$ cat src/rtl/diaosi_types_pkg.sv
// Shared types for the pipeline sequencer: FSM states, register selects
// and the packed latch-control word with a builder helper.
package diaosi_types_pkg;

    typedef logic [4:0] regbits_t;

    typedef enum logic [1:0] {
        RUN    = 2'd0,
        DWAIT  = 2'd1,
        DRAIN  = 2'd2,
        HALTED = 2'd3
    } ctrl_state_t;

    // pipe_en[n] / flushed[n] map to pipeN_en / flushedN
    typedef struct packed {
        logic       pc_en;
        logic [4:1] pipe_en;
        logic [3:1] flushed;
    } ctrl_t;

    function automatic ctrl_t ctrl_word(
        input logic       pc,
        input logic [4:1] pipe,
        input logic [3:1] fl
    );
        ctrl_t c;
        c.pc_en   = pc;
        c.pipe_en = pipe;
        c.flushed = fl;
        return c;
    endfunction

endpackage

$ cat src/rtl/pipeline_ctrl_hazard_detect.sv
// Load-use detector: EX holds a load whose destination feeds a DC source.
// Ports: ex_dren, ex_wsel, dc_rsel1, dc_rsel2 in; loaduse out.
module hazard_detect
    import diaosi_types_pkg::*;
(
    input  logic     ex_dren,
    input  regbits_t ex_wsel,
    input  regbits_t dc_rsel1,
    input  regbits_t dc_rsel2,
    output logic     loaduse
);

    // r0 is hardwired zero, so a load into it never creates a dependency
    assign loaduse = ex_dren
                   & (ex_wsel != '0)
                   & ((ex_wsel == dc_rsel1) | (ex_wsel == dc_rsel2));

endmodule

$ cat src/rtl/pipeline_ctrl.sv
// Pipeline sequencer: latch enables,
// bubble flags, PC enable and halt.
module pipeline_ctrl
  import diaosi_types_pkg::*;
#(
  parameter int CNT_W = 32
)
(
  input  logic     CLK,
  input  logic     nRST,
  input  logic     ihit,
  input  logic     dhit,
  input  logic     mem_dreq,
  input  logic     mem_halt,
  input  logic     mem_redirect,
  input  logic     ex_dren,
  input  regbits_t ex_wsel,
  input  regbits_t dc_rsel1,
  input  regbits_t dc_rsel2,
  output logic     pc_en,
  output logic     pipe1_en,
  output logic     pipe2_en,
  output logic     pipe3_en,
  output logic     pipe4_en,
  output logic     flushed1,
  output logic     flushed2,
  output logic     flushed3,
  output logic     halt
`ifdef PIPE_CTRL_PERF_EN
  ,
  output logic [CNT_W-1:0] stall_cnt,
  output logic [CNT_W-1:0] flush_cnt
`endif
);

  ctrl_state_t state, state_n;
  logic        redir_hold, redir_n;
  logic        loaduse;
  logic        dwait;
  logic        live;
  ctrl_t       ctl;

  hazard_detect u_hazard (
    .ex_dren  (ex_dren),
    .ex_wsel  (ex_wsel),
    .dc_rsel1 (dc_rsel1),
    .dc_rsel2 (dc_rsel2),
    .loaduse  (loaduse)
  );

  assign dwait = mem_dreq & ~dhit;
  assign live  = (state == RUN)
               | (state == DWAIT);

  always_comb begin
    state_n = state;
    ctl     = ctrl_word(1'b0, 4'b0000, 3'b000);
    unique case (state)
      RUN, DWAIT: begin
        if (dwait) begin
          state_n = DWAIT;
        end else begin
          state_n = mem_halt ? DRAIN : RUN;
          if (mem_redirect)
            ctl = ctrl_word(1'b1, 4'b1111, 3'b111);
          else if (loaduse)
            ctl = ctrl_word(1'b0, 4'b1110, 3'b010);
          else if (!ihit)
            ctl = ctrl_word(1'b0, 4'b1111, 3'b001);
          else
            ctl = ctrl_word(1'b1, 4'b1111, 3'b000);
          if (redir_hold)
            ctl.flushed[1] = 1'b1;
        end
      end
      DRAIN: begin
        state_n = HALTED;
        ctl     = ctrl_word(1'b0, 4'b1111, 3'b111);
      end
      HALTED: begin
        state_n = HALTED;
      end
      default: begin
        state_n = RUN;
      end
    endcase
  end

  always_comb begin
    redir_n = redir_hold;
    if (ihit)
      redir_n = 1'b0;
    if (live && !dwait && mem_redirect && !ihit)
      redir_n = 1'b1;
  end

  always_ff @(posedge CLK or negedge nRST) begin
    if (!nRST) begin
      state      <= RUN;
      redir_hold <= 1'b0;
      halt       <= 1'b0;
    end else begin
      state      <= state_n;
      redir_hold <= redir_n;
      halt       <= (state == HALTED);
    end
  end

  assign pc_en    = ctl.pc_en;
  assign pipe1_en = ctl.pipe_en[1];
  assign pipe2_en = ctl.pipe_en[2];
  assign pipe3_en = ctl.pipe_en[3];
  assign pipe4_en = ctl.pipe_en[4];
  assign flushed1 = ctl.flushed[1];
  assign flushed2 = ctl.flushed[2];
  assign flushed3 = ctl.flushed[3];

`ifdef PIPE_CTRL_PERF_EN
  logic stall_evt, flush_evt;

  assign stall_evt = live & (dwait
    | (~mem_redirect & (loaduse | ~ihit)));
  assign flush_evt = live & ~dwait
    & mem_redirect;

  always_ff @(posedge CLK or negedge nRST) begin
    if (!nRST) begin
      stall_cnt <= '0;
      flush_cnt <= '0;
    end else if (state != HALTED) begin
      if (stall_evt && (stall_cnt != '1))
        stall_cnt <= stall_cnt + 1'b1;
      if (flush_evt && (flush_cnt != '1))
        flush_cnt <= flush_cnt + 1'b1;
    end
  end
`endif

endmodule

$ cat config.mk
export PLATFORM = sky130hd
export DESIGN_NAME = pipeline_ctrl
export DESIGN_NICKNAME = d
export VERILOG_FILES = /design/src/rtl/diaosi_types_pkg.sv /design/src/rtl/pipeline_ctrl_hazard_detect.sv /design/src/rtl/pipeline_ctrl.sv
export SDC_FILE = /design/constraint.sdc
export NUM_CORES = 1
export LEC_CHECK = 0
export ABC_AREA = 1
export BUFFER_PORTS_ARGS = -buffer_cell sky130_fd_sc_hd__clkbuf_2
export CORE_AREA = 2 2 39 41
export DETAILED_ROUTE_END_ITERATION = 6
export DIE_AREA = 0 0 41 43
export PLACE_DENSITY = 0.65
export SLEW_MARGIN = 30
export SYNTH_ARGS = -nofsm -noshare
export SYNTH_HDL_FRONTEND = slang
export SYNTH_SLANG_ARGS = --single-unit
$ cat constraint.sdc
create_clock -name CLK -period 1.8 [get_ports CLK]
set_input_delay 0.09 -clock CLK [delete_from_list [all_inputs] [get_ports CLK]]
set_output_delay 0.09 -clock CLK [all_outputs]
set_load 0.05 [all_outputs]
==> flow_metrics.env <==
export IMPL_synth_area_leaders="nand2_1 23%, dfrtp_1 23%, inv_1 11%"
export IMPL_gp_congestion=0.6469
export IMPL_worstSetupPathType="register to output pin"
export IMPL_final_setup_viol_count=0
export IMPL_netlist_area_sq_um=444.2
export IMPL_synthCells=80
export IMPL_grt_usage_pct=13.35
export IMPL_startpoint_type="register"
export IMPL_synth_edf_count=0
export IMPL_syn_nets=103
export IMPL_final_hold_viol_count=0
export IMPL_ir_drop_mv=0.2210
export IMPL_synth_top_area_share_pct=22.82
export IMPL_initial_core_util_pct=32.10
export IMPL_slew_viol_final=0
export IMPL_grt_pass1_vias=462
export IMPL_cts_inserted_buffers=3
export IMPL_cap_violations=0
export IMPL_post_cts_buffers=0
export IMPL_yosysSeqAreaShare_pct=22.54
export IMPL_yosysWarnings=0
export IMPL_clock_root_buffer="clkbuf_4"
export IMPL_crit_required_ns=1.71
export IMPL_drt_pass1_iter_count=4
export IMPL_rsz0062_at_grt="no"
export IMPL_place_inst=125
export IMPL_io_pins=32
export IMPL_tightestPinTransition_ns=0.2877
export IMPL_yosys_area_top_type="nand2_1"
export IMPL_clockBufferDepth=2
export IMPL_cts_tree="done"
export IMPL_nNetsFinal=138
export IMPL_initialDrtViolationCount=6
export IMPL_endpoint_kind="output pin"
export IMPL_wire_per_inst_microns=7.481
export IMPL_power_density_mw_per_mm2=433.0
export IMPL_vias_per_cell=4.147
export IMPL_nFillCells=151
export IMPL_grt_pass1_wl_microns=1635
export IMPL_grt_max_degree=5
export IMPL_status="finished, final reports clean"
export IMPL_post_dp_hpwl_microns=874
export IMPL_antenna_cells=0
export IMPL_instances_no_fill=129
export IMPL_core_area_sq_mm=0.001384
export IMPL_vias=535
export IMPL_ys_async_sr_fraction_pct=100.0
export IMPL_clk_insertion_delay_late_ns=0.24
export IMPL_rows=14
export IMPL_hold_buffers=1
export IMPL_drtAntennaViolNets=0
export IMPL_grt_ovfl_total=0
export IMPL_avgSynthCellArea_sq_um=5.552
export IMPL_cts_resized_gates=0
export IMPL_cp_data_arrival_time_ns=1.42
export IMPL_ys_ff_latch=4
export IMPL_p_leak_nw=0.4164
export IMPL_port_buffers=31
export IMPL_die_h_microns=43
export IMPL_synth_distinct_cells=18
export IMPL_fin_crit_sh_pct=83.88
export IMPL_skew_ns=0.004673
export IMPL_fin_util_pct=46.02
export IMPL_path_clk_slew_ns=0.04
export IMPL_setup_tns_ns=0
export IMPL_drive_above_1_share_pct=42.48
export IMPL_drc=0
export IMPL_numClockSinks=4
export IMPL_clock_fmax_mhz=662.3
export IMPL_holdCritPathClass="primary input to register"
export IMPL_totalWireLength_microns=965
export IMPL_die_w_microns=41
export IMPL_relSlewSlack_pct=80.90
export IMPL_htree_num_levels=1
export IMPL_areaGrowthSynthToFinish_pct=43.38
export IMPL_min_period_ns=1.510
export IMPL_antenna_found_initial=0
export IMPL_synth_flop_cell="dfrtp_1"
export IMPL_cp_max_fo=4
export IMPL_die_area_sq_mm=0.001763
final timing paths:
kind,startpoint,endpoint,slack (ns),depth (start not counted)
worst min register to register,state[0],halt,0.49,2
min in group asynchronous,nRST,redir_hold,0.19,2
max in group asynchronous,nRST,state[1],1.48,2
worst max register to register,state[1],redir_hold,0.92,3
worst min-delay path,ihit,redir_hold,0.02,2
worst max-delay path,state[1],flushed2,0.29,6
registers in the layout, summed over array words and instances (netlist names):
name / count
halt: 1
redir_hold: 1
state: 2
report_power, final:
part	internal (mW)	switching, mW	leakage (nW)
clock	0.0746	0.0373	0.0138
combinational	0.0353	0.0381	0.362
sequential	0.0904	0.0000000000000000304	0.0402
cells by family after synthesis:
logic type	count (synthesis)	share of synthesized area, %
AND/OR/NAND/NOR	44	41.97
buffers and inverters	23	21.13
AO/OA/AOI/OAI	7	10.42
flip-flops	4	22.54
XOR/XNOR	2	3.944
stage by stage:
stage | total power, mW | hold WS, ns | cell area, sq um | worst slack [ns]
2_1_floorplan | 0.1279 | -0.2056 | 444.2 | 0.01754
3_3_place_gp | 0.1631 | -0.1023 | 604.3 | 0.5702
3_5_place_dp | 0.1643 | -0.1002 | 604.3 | 0.5312
4_1_cts | 0.2814 | 0.01606 | 636.9 | 0.2750
5_1_grt | 0.2999 | 0.02133 | 636.9 | 0.1859
6_report | 0.2758 | 0.02021 | 636.9 | 0.2901
cell type report:
| class | instances | area, sq um | area share [%] |
|---|---|---|---|
| clock buffers | 3 | 22.52 | 3.536 |
| well taps | 16 | 20.02 | 3.143 |
| flip-flops and latches | 4 | 100.1 | 15.72 |
| repair buffers | 32 | 165.2 | 25.93 |
| inverters | 21 | 78.83 | 12.38 |
| multi-input cells | 53 | 250.2 | 39.29 |
cell usage after synthesis (2+ instances only):
library cell and count:
nand2_2 3, nand3_1 2, o21ai_2 2, xnor2_1 2, nor2_1 9, buf_4 2
dfrtp_1 4, inv_2 7, nand2_1 27, o21ai_1 2, inv_1 13
placed cells by master, fill, tap and decap left out, drive strengths merged:
cell         Yosys  layout
clkbuf           0      34
nand2           30      30
inv             20      20
nor2            10      10
o21ai            5       5
dfrtp            4       4
xnor2            2       2
nand3            2       2
a21oi            2       2
clkinv           1       1
nand4            1       1
nor3             1       1
dlygate4sd3      0       1
per-layer routing:
layer | GRT usage, % | vias up | part of all wire, %
li1 | - | 298 | -
met1 | 14.47 | 210 | 40
met2 | 22.81 | 27 | 48
met3 | 6.283 | 0 | 12
met4 | 2.000 | 0 | 0
met5 | 0 | - | 0
critical path: stages, from the launching register on:
cell	delay, ns
dfrtp_1	0.41
nor2_4	0.17
nand2_2	0.09
o21ai_1	0.12
inv_2	0.06
o21ai_2	0.05
clkbuf_2	0.28
No activity file was read; power rests on OpenSTA's default activity.
